===== config.mk =====
export PLATFORM = sky130hd
export DESIGN_NAME = param_fancy_timer_flat
export DESIGN_NICKNAME = d
export VERILOG_FILES = /design/src/rtl/pft_pkg.sv /design/src/rtl/param_fancy_timer_if.sv /design/src/rtl/pft_pattern_det.sv /design/src/rtl/param_fancy_timer.sv /design/src/flat_wrapper.sv
export SDC_FILE = /design/constraint.sdc
export NUM_CORES = 1
export LEC_CHECK = 0
export CAP_MARGIN = 20
export CORE_MARGIN = 10
export CORE_UTILIZATION = 55
export CTS_CLUSTER_DIAMETER = 100
export DETAILED_ROUTE_END_ITERATION = 12
export GPL_TIMING_DRIVEN = 1
export PLACE_DENSITY = 0.79
export SYNTH_ARGS = -nofsm -noshare
export SYNTH_HDL_FRONTEND = slang
export SYNTH_SLANG_ARGS = --single-unit
export TNS_END_PERCENT = 5

===== constraint.sdc =====
create_clock -name clk -period 3.95 [get_ports clk]
set_input_delay 0.5925 -clock clk [delete_from_list [all_inputs] [get_ports clk]]
set_output_delay 0.5925 -clock clk [all_outputs]
set_load 0.01 [all_outputs]

===== src/rtl/pft_pkg.sv =====
// Shared types and helpers for the serial-configured countdown timer.
// Holds the FSM state encoding and counter-width helper.
package pft_pkg;

  typedef enum logic [1:0] {
    SEARCH,
    SHIFT,
    COUNT,
    WAIT
  } state_t;

  function automatic int clog2_min1(input int n);
    return (n > 2) ? $clog2(n) : 1;
  endfunction

endpackage


===== src/rtl/param_fancy_timer_if.sv =====
// Serial-config / status bundle for param_fancy_timer.
// slave = timer side, master = driver side.
interface param_fancy_timer_if #(
  parameter int DELAY_W = 4
) ();

  logic               data;
  logic               ack;
  logic               abort;
  logic [DELAY_W-1:0] count;
  logic               counting;
  logic               done;

  modport master (
    output data, ack, abort,
    input  count, counting, done
  );

  modport slave (
    input  data, ack, abort,
    output count, counting, done
  );

endinterface


===== src/rtl/pft_pattern_det.sv =====
// Start-pattern detector: PATTERN_W-1 bit history plus live data bit.
// match is combinational on the current data input.
module pft_pattern_det #(
  parameter int                   PATTERN_W = 4,
  parameter logic [PATTERN_W-1:0] PATTERN   = 4'b1101
) (
  input  logic clk,
  input  logic reset,
  input  logic clear,
  input  logic data,
  output logic match
);

  logic [PATTERN_W-2:0] r_hist;
  logic [PATTERN_W-1:0] w_win;

  assign w_win = {r_hist, data};
  assign match = (w_win == PATTERN);

  always_ff @(posedge clk) begin
    if (reset || clear) begin
      r_hist <= '0;
    end else begin
      r_hist <= w_win[PATTERN_W-2:0];
    end
  end

endmodule


===== src/rtl/param_fancy_timer.sv =====
// Serial-configured countdown: pattern, DELAY_W-bit delay, count, done.
// Optional abort of SHIFT/COUNT is built with PFT_ABORT_EN defined.
module param_fancy_timer
  import pft_pkg::*;
#(
  parameter int                   PATTERN_W      = 4,
  parameter logic [PATTERN_W-1:0] PATTERN        = 4'b1101,
  parameter int                   DELAY_W        = 4,
  parameter int                   TICKS_PER_UNIT = 1000
) (
  input logic               clk,
  input logic               reset,
  param_fancy_timer_if.slave bus
);

  localparam int TW = clog2_min1(TICKS_PER_UNIT);
  localparam int SW = clog2_min1(DELAY_W);
  localparam logic [TW-1:0] TICK_LAST = TW'(TICKS_PER_UNIT - 1);
  localparam logic [SW-1:0] SH_LAST   = SW'(DELAY_W - 1);

  state_t             r_state;
  state_t             w_next;
  logic [DELAY_W-1:0] r_units;
  logic [DELAY_W-1:0] w_shift_nxt;
  logic [SW-1:0]      r_shcnt;
  logic [TW-1:0]      r_ticks;
  logic               w_match;
  logic               w_det_clr;
  logic               w_wrap;
  logic               w_abort;

  assign w_det_clr = (r_state != SEARCH);
  assign w_wrap    = (r_ticks == TICK_LAST);

  pft_pattern_det #(
    .PATTERN_W (PATTERN_W),
    .PATTERN   (PATTERN)
  ) u_det (
    .clk   (clk),
    .reset (reset),
    .clear (w_det_clr),
    .data  (bus.data),
    .match (w_match)
  );

  // r_units doubles as the delay shift register while in SHIFT
  if (DELAY_W > 1) begin : g_shw
    assign w_shift_nxt = {r_units[DELAY_W-2:0], bus.data};
  end else begin : g_sh1
    assign w_shift_nxt = bus.data;
  end

`ifdef PFT_ABORT_EN
  assign w_abort = bus.abort &&
                   (r_state == SHIFT || r_state == COUNT);
`else
  assign w_abort = 1'b0;
`endif

  always_comb begin
    w_next = r_state;
    unique case (r_state)
      SEARCH: if (w_match) w_next = SHIFT;
      SHIFT:  if (r_shcnt == SH_LAST) w_next = COUNT;
      COUNT:  if (r_units == '0 && w_wrap) w_next = WAIT;
      WAIT:   if (bus.ack) w_next = SEARCH;
      default: w_next = SEARCH;
    endcase
    if (w_abort) w_next = SEARCH;
  end

  always_ff @(posedge clk) begin
    if (reset) begin
      r_state <= SEARCH;
      r_units <= '0;
      r_shcnt <= '0;
      r_ticks <= '0;
    end else begin
      r_state <= w_next;
      unique case (r_state)
        SEARCH: begin
          r_shcnt <= '0;
          r_ticks <= '0;
        end
        SHIFT: begin
          r_units <= w_shift_nxt;
          r_shcnt <= r_shcnt + SW'(1);
          r_ticks <= '0;
        end
        COUNT: begin
          if (w_wrap) begin
            r_ticks <= '0;
            if (r_units != '0) r_units <= r_units - DELAY_W'(1);
          end else begin
            r_ticks <= r_ticks + TW'(1);
          end
        end
        default: ;
      endcase
      if (w_abort) begin
        r_units <= '0;
        r_shcnt <= '0;
        r_ticks <= '0;
      end
    end
  end

  assign bus.counting = (r_state == COUNT);
  assign bus.done     = (r_state == WAIT);
  assign bus.count    = (r_state == COUNT) ? r_units : '0;

endmodule

===== src/flat_wrapper.sv =====
// flat-port wrapper written by rule: the top's interface ports become plain ports
module param_fancy_timer_flat import pft_pkg::*;
#(
  parameter int                   PATTERN_W      = 4,
  parameter logic [PATTERN_W-1:0] PATTERN        = 4'b1101,
  parameter int                   DELAY_W        = 4,
  parameter int                   TICKS_PER_UNIT = 1000
)
  (clk, reset, bus_data, bus_ack, bus_abort, bus_count, bus_counting, bus_done);
  param_fancy_timer_if #(.DELAY_W(DELAY_W)) bus_i ();
  input logic clk;
  input logic reset;
  input wire logic [$bits(bus_i.data)-1:0] bus_data;
  input wire logic [$bits(bus_i.ack)-1:0] bus_ack;
  input wire logic [$bits(bus_i.abort)-1:0] bus_abort;
  output wire logic [$bits(bus_i.count)-1:0] bus_count;
  output wire logic [$bits(bus_i.counting)-1:0] bus_counting;
  output wire logic [$bits(bus_i.done)-1:0] bus_done;
  assign bus_i.data = bus_data;
  assign bus_i.ack = bus_ack;
  assign bus_i.abort = bus_abort;
  assign bus_count = bus_i.count;
  assign bus_counting = bus_i.counting;
  assign bus_done = bus_i.done;
  param_fancy_timer #(.PATTERN_W(PATTERN_W), .PATTERN(PATTERN), .DELAY_W(DELAY_W), .TICKS_PER_UNIT(TICKS_PER_UNIT)) u_core (.clk(clk), .reset(reset), .bus(bus_i));
endmodule

==> run summary <==
CELLS AND AREA
-----------------------------------------------------------------------------------------------------
Ant diodes                                                                                          0
Area taken by flip-flops and latches                                                          420 um2
Multi-input gate area                                                                         666 um2
Layout overhead on the synthesized area                                                         12.4%
Number of fillers in the final layout                                                             177
Final cell utilization of the core                                                              64.6%
Fraction of layout cells with a size suffix above 1                                             4.93%
Nets                                                                                              156

YOSYS
-----------------------------------------------------------------------------------------------------
Share of synthesized area spent on multiplexers                                                 1.78%
Synthesized Nets                                                                                  145
Library cell with the largest summed area after synthesis                                sky130_fd_sc_hd__dfxtp_1
Post-synthesis share of cell area spent on full adders, half adders and majority gates          8.88%
Count of mapped cells out of synthesis                                                            132
Most frequently used cell type in the post-synthesis netlist                             sky130_fd_sc_hd__dfxtp_1
Top cells by area in the synthesized netlist                                             sky130_fd_sc_hd__dfxtp_1 37%, sky130_fd_sc_hd__ha_1 8.9%, sky130_fd_sc_hd__nor2_1 5.3%
Share of Yosys cell area claimed by the top area cell type                                      37.3%
Most frequently used flop master after synthesis                                         sky130_fd_sc_hd__dfxtp_1
Count of flip-flops with a built-in enable after synthesis                                          0
Area of the mapped netlist                                                                   1130 um2
Number of register bits inferred by synthesis                                                      21
Fraction of registers with async set or reset after synthesis                                      0%
Post-synthesis xor/xnor area fraction                                                           5.44%
Area share of and/or/nand/nor cells after synthesis                                             28.6%
Main combinational cell family by area after synthesis                                   simple AND/OR/NAND/NOR gates
Netlist cell types                                                                                 37
Sequential area share after synthesis                                                           37.3%
Synthesis warning total                                                                             0
Compound-gate portion of the synthesized area                                                   14.3%
Most common library cells after synthesis                                                21 x sky130_fd_sc_hd__dfxtp_1, 16 x sky130_fd_sc_hd__nor2_1, 8 x sky130_fd_sc_hd__ha_1, 8 x sky130_fd_sc_hd__inv_1
Average size of a mapped cell                                                                8.54 um2

FLOORPLANNING
-----------------------------------------------------------------------------------------------------
Die Width                                                                                     65.3 um
Top-level I/O count                                                                                11
Core Box Area                                                                                1960 um2
Chip height                                                                                   65.3 um
Initial core utilization                                                                        57.5%
Die area                                                                                     4260 um2
Placement Rows                                                                                     16

TIMING
-----------------------------------------------------------------------------------------------------
Min Clock Period, post-route                                                                  2.64 ns
Achievable clock frequency                                                                    379 MHz
Setup_tns                                                                                        0 ns
Slew margin rel.                                                                                55.8%
Worst Max-Slew Pin Slew                                                                      0.657 ns
Unrepaired setup endpoints after global routing                                                    no
Clock tree skew after final layout                                                        0.000489 ns
Tcrit/Tclk final                                                                                66.8%
Count of final setup violators                                                                      0
Count of pins over their slew limit                                                                 0
Final hold violations                                                                               0

POWER AND IR DROP
-----------------------------------------------------------------------------------------------------
Pwr Density                                                                                295 nW/um2
Leakage Power                                                                                0.423 nW
IR Drop Worst-Case VDD                                                                       0.176 mV

DETAILED ROUTING
-----------------------------------------------------------------------------------------------------
Wire length per cell after detailed routing                                                   13.6 um
Vias per Instance                                                                                5.80
Count of unresolved DRC violations after routing                                                    0
Total via count after detailed routing                                                            980
Number of detailed-route iterations in the first pass                                               6
Wire length after detailed routing                                                            2300 um
Number of routed nets with antenna violations                                                       0
DRC violation total after the first TritonRoute iteration                                          47

CTS
-----------------------------------------------------------------------------------------------------
Worst skew pair latency                                                                       0.30 ns
Number of CTS-inserted buffers                                                                      3
Number of buffers inserted by hold repair at cts                                                    0
Clk sink count                                                                                     21
Register clock-pin slew on the reported worst setup and hold paths                            0.12 ns
Number of buffers inserted to repair setup after CTS                                                0
Maximum level of the CTS H-tree                                                                     1
Number of resized instances in the post-cts repair step                                             0
Maximum root-to-sink buffer count                                                                   2
Clock tree from TritonCTS                                                                         yes
Master cell of the clock root buffer                                                     sky130_fd_sc_hd__clkbuf_4

SETUP PATH
-----------------------------------------------------------------------------------------------------
Launch instance of the worst register-to-register path                                   u_core.r_ticks[3]$_SDFFE_PP0P_
Series of cell instances along the critical path                                         inv_1, ha_1, inv_1, nor2_1, clkdlybuf4s50_1
Count of cells along the worst register-to-register path                                            4
Dominant cell type by count on the critical path                                         sky130_fd_sc_hd__inv_1
Path type of the worst setup path                                                             reg2out
Worst setup slack for register-to-register paths                                              1.87 ns
Arrival @ worst endpoint                                                                      2.05 ns
Crit path max-delay cell type                                                            sky130_fd_sc_hd__clkdlybuf4s50_1
Delay contributed by the slowest stage of the critical path                                   0.55 ns
Endpoint of the worst register-to-register path                                          u_core.r_units[3]$_SDFFE_PP0P_
Highest net fanout along the worst path                                                            13
Family of cells with the greatest summed delay on the critical path                      buffers and inverters
Type of origin of the critical path                                                          register
Kind of capture point of the worst setup path                                             output port
Combined buffer and inverter count along the critical path                                          3
Required time of the critical path                                                            3.36 ns

FLOW RUN
-----------------------------------------------------------------------------------------------------
Max-cap violation count                                                                             0

WORST HOLD PATH
-----------------------------------------------------------------------------------------------------
Worst Hold Launch                                                                        u_core.u_det.r_hist[0]$_SDFF_PP0_
Class of the tightest hold or removal check                                                   reg2reg
Worst Hold Endpoint                                                                      u_core.u_det.r_hist[1]$_SDFF_PP0_
Worst Hold Path Cells                                                                               1

GLOBAL ROUTING
-----------------------------------------------------------------------------------------------------
Global-route wire length before repair                                                        3900 um
Largest net degree at the start of global routing                                                  14
Vias in the first global route                                                                    853
Total routing resource utilization after global routing                                         10.9%
Overflow left after global routing                                                                  0
Antenna violations before repair                                                                    0

PLACE
-----------------------------------------------------------------------------------------------------
Total half-perimeter wirelength after legalization and detailed placement                     1720 um
Quantity of I/O buffers inserted on ports                                                           9
Routability Congestion                                                                          0.889

STATUS
-----------------------------------------------------------------------------------------------------
Outcome                                                                                  finished clean

-- sequential cells by signal, summed over array words and instances, names as in the netlist --
name,count
u_core.r_state,2
u_core.u_det.r_hist,3
u_core.r_ticks,10
u_core.r_shcnt,2
u_core.r_units,4
-- routing by layer --
layer	GRT usage, %	wire length, um	up-vias	part of all wire [%]
met2	17.1	1090	29	48
li1	-	-	488	-
met4	3.21	0	0	0
met5	0	0	-	0
met3	3.05	131	0	5.7
met1	14.2	1070	463	47
-- cell usage in the layout, fill, tap and decap left out, types with 4 or more instances in the layout --
| master | netlist | layout |
|---|---|---|
| sky130_fd_sc_hd__a21oi_1 | 7 | 7 |
| sky130_fd_sc_hd__a31oi_1 | 4 | 4 |
| sky130_fd_sc_hd__and2_1 | 6 | 6 |
| sky130_fd_sc_hd__clkdlybuf4s50_1 | 0 | 9 |
| sky130_fd_sc_hd__dfxtp_1 | 21 | 21 |
| sky130_fd_sc_hd__ha_1 | 8 | 8 |
| sky130_fd_sc_hd__inv_1 | 8 | 8 |
| sky130_fd_sc_hd__nand2_1 | 7 | 7 |
| sky130_fd_sc_hd__nand3_1 | 4 | 4 |
| sky130_fd_sc_hd__nand4_1 | 5 | 5 |
| sky130_fd_sc_hd__nor2_1 | 16 | 16 |
| sky130_fd_sc_hd__nor2b_1 | 5 | 5 |
| sky130_fd_sc_hd__xnor2_1 | 4 | 4 |
-- area by class of cell --
cell class / count / area share, %
clock buffers: 3 / 1.78
well taps: 27 / 2.67
clock inverters: 1 / 0.395
multi-input cells: 100 / 52.5
repair buffers: 9 / 7.11
inverters: 8 / 2.37
flip-flops and latches: 21 / 33.2
-- how the worst max path moves through the flow --
stage | from | end | cells past startpoint
2_1_floorplan | u_core.r_ticks[3]$_SDFFE_PP0P_ | u_core.r_units[3]$_SDFFE_PP0P_ | 4
3_3_place_gp | u_core.r_state[0]$_SDFFE_PP0P_ | bus_count[1] | 5
3_5_place_dp | u_core.r_state[0]$_SDFFE_PP0P_ | bus_count[0] | 5
4_1_cts | u_core.r_state[0]$_SDFFE_PP0P_ | bus_count[0] | 5
5_1_grt | u_core.r_state[0]$_SDFFE_PP0P_ | bus_count[1] | 5
6_report | u_core.r_state[0]$_SDFFE_PP0P_ | bus_count[0] | 5
-- stage by stage --
step / cell area [um2] / power [mW] / cells / hold WS, ns / setup WS [ns]
finish: 1270 / 0.373 / 169 / 0.471 / 1.31
global route: 1270 / 0.391 / 169 / 0.500 / 1.12
CTS: 1270 / 0.377 / 169 / 0.480 / 1.29
detailed placement: 1240 / 0.274 / 165 / 0.445 / 1.66
global placement: 1240 / 0.271 / 165 / 0.432 / 1.69
floorplan: 1130 / 0.261 / 132 / 0.420 / 2.02
-- cell families after synthesis --
logic type / Yosys count
flip-flops: 21
XOR/XNOR: 7
buffers and inverters: 11
AND/OR/NAND/NOR: 58
multiplexers: 2
adder cells (fa/ha/maj): 8
AO/OA/AOI/OAI: 25
-- power by group --
part / total, mW / switching (mW) / leakage (nW) / internal, mW
Clock: 0.104 / 0.0663 / 0.0177 / 0.0377
Sequential: 0.222 / 0.00384 / 0.170 / 0.218
Combinational: 0.0477 / 0.0267 / 0.236 / 0.0210
Note: power is estimated with default switching activity, not from simulation.
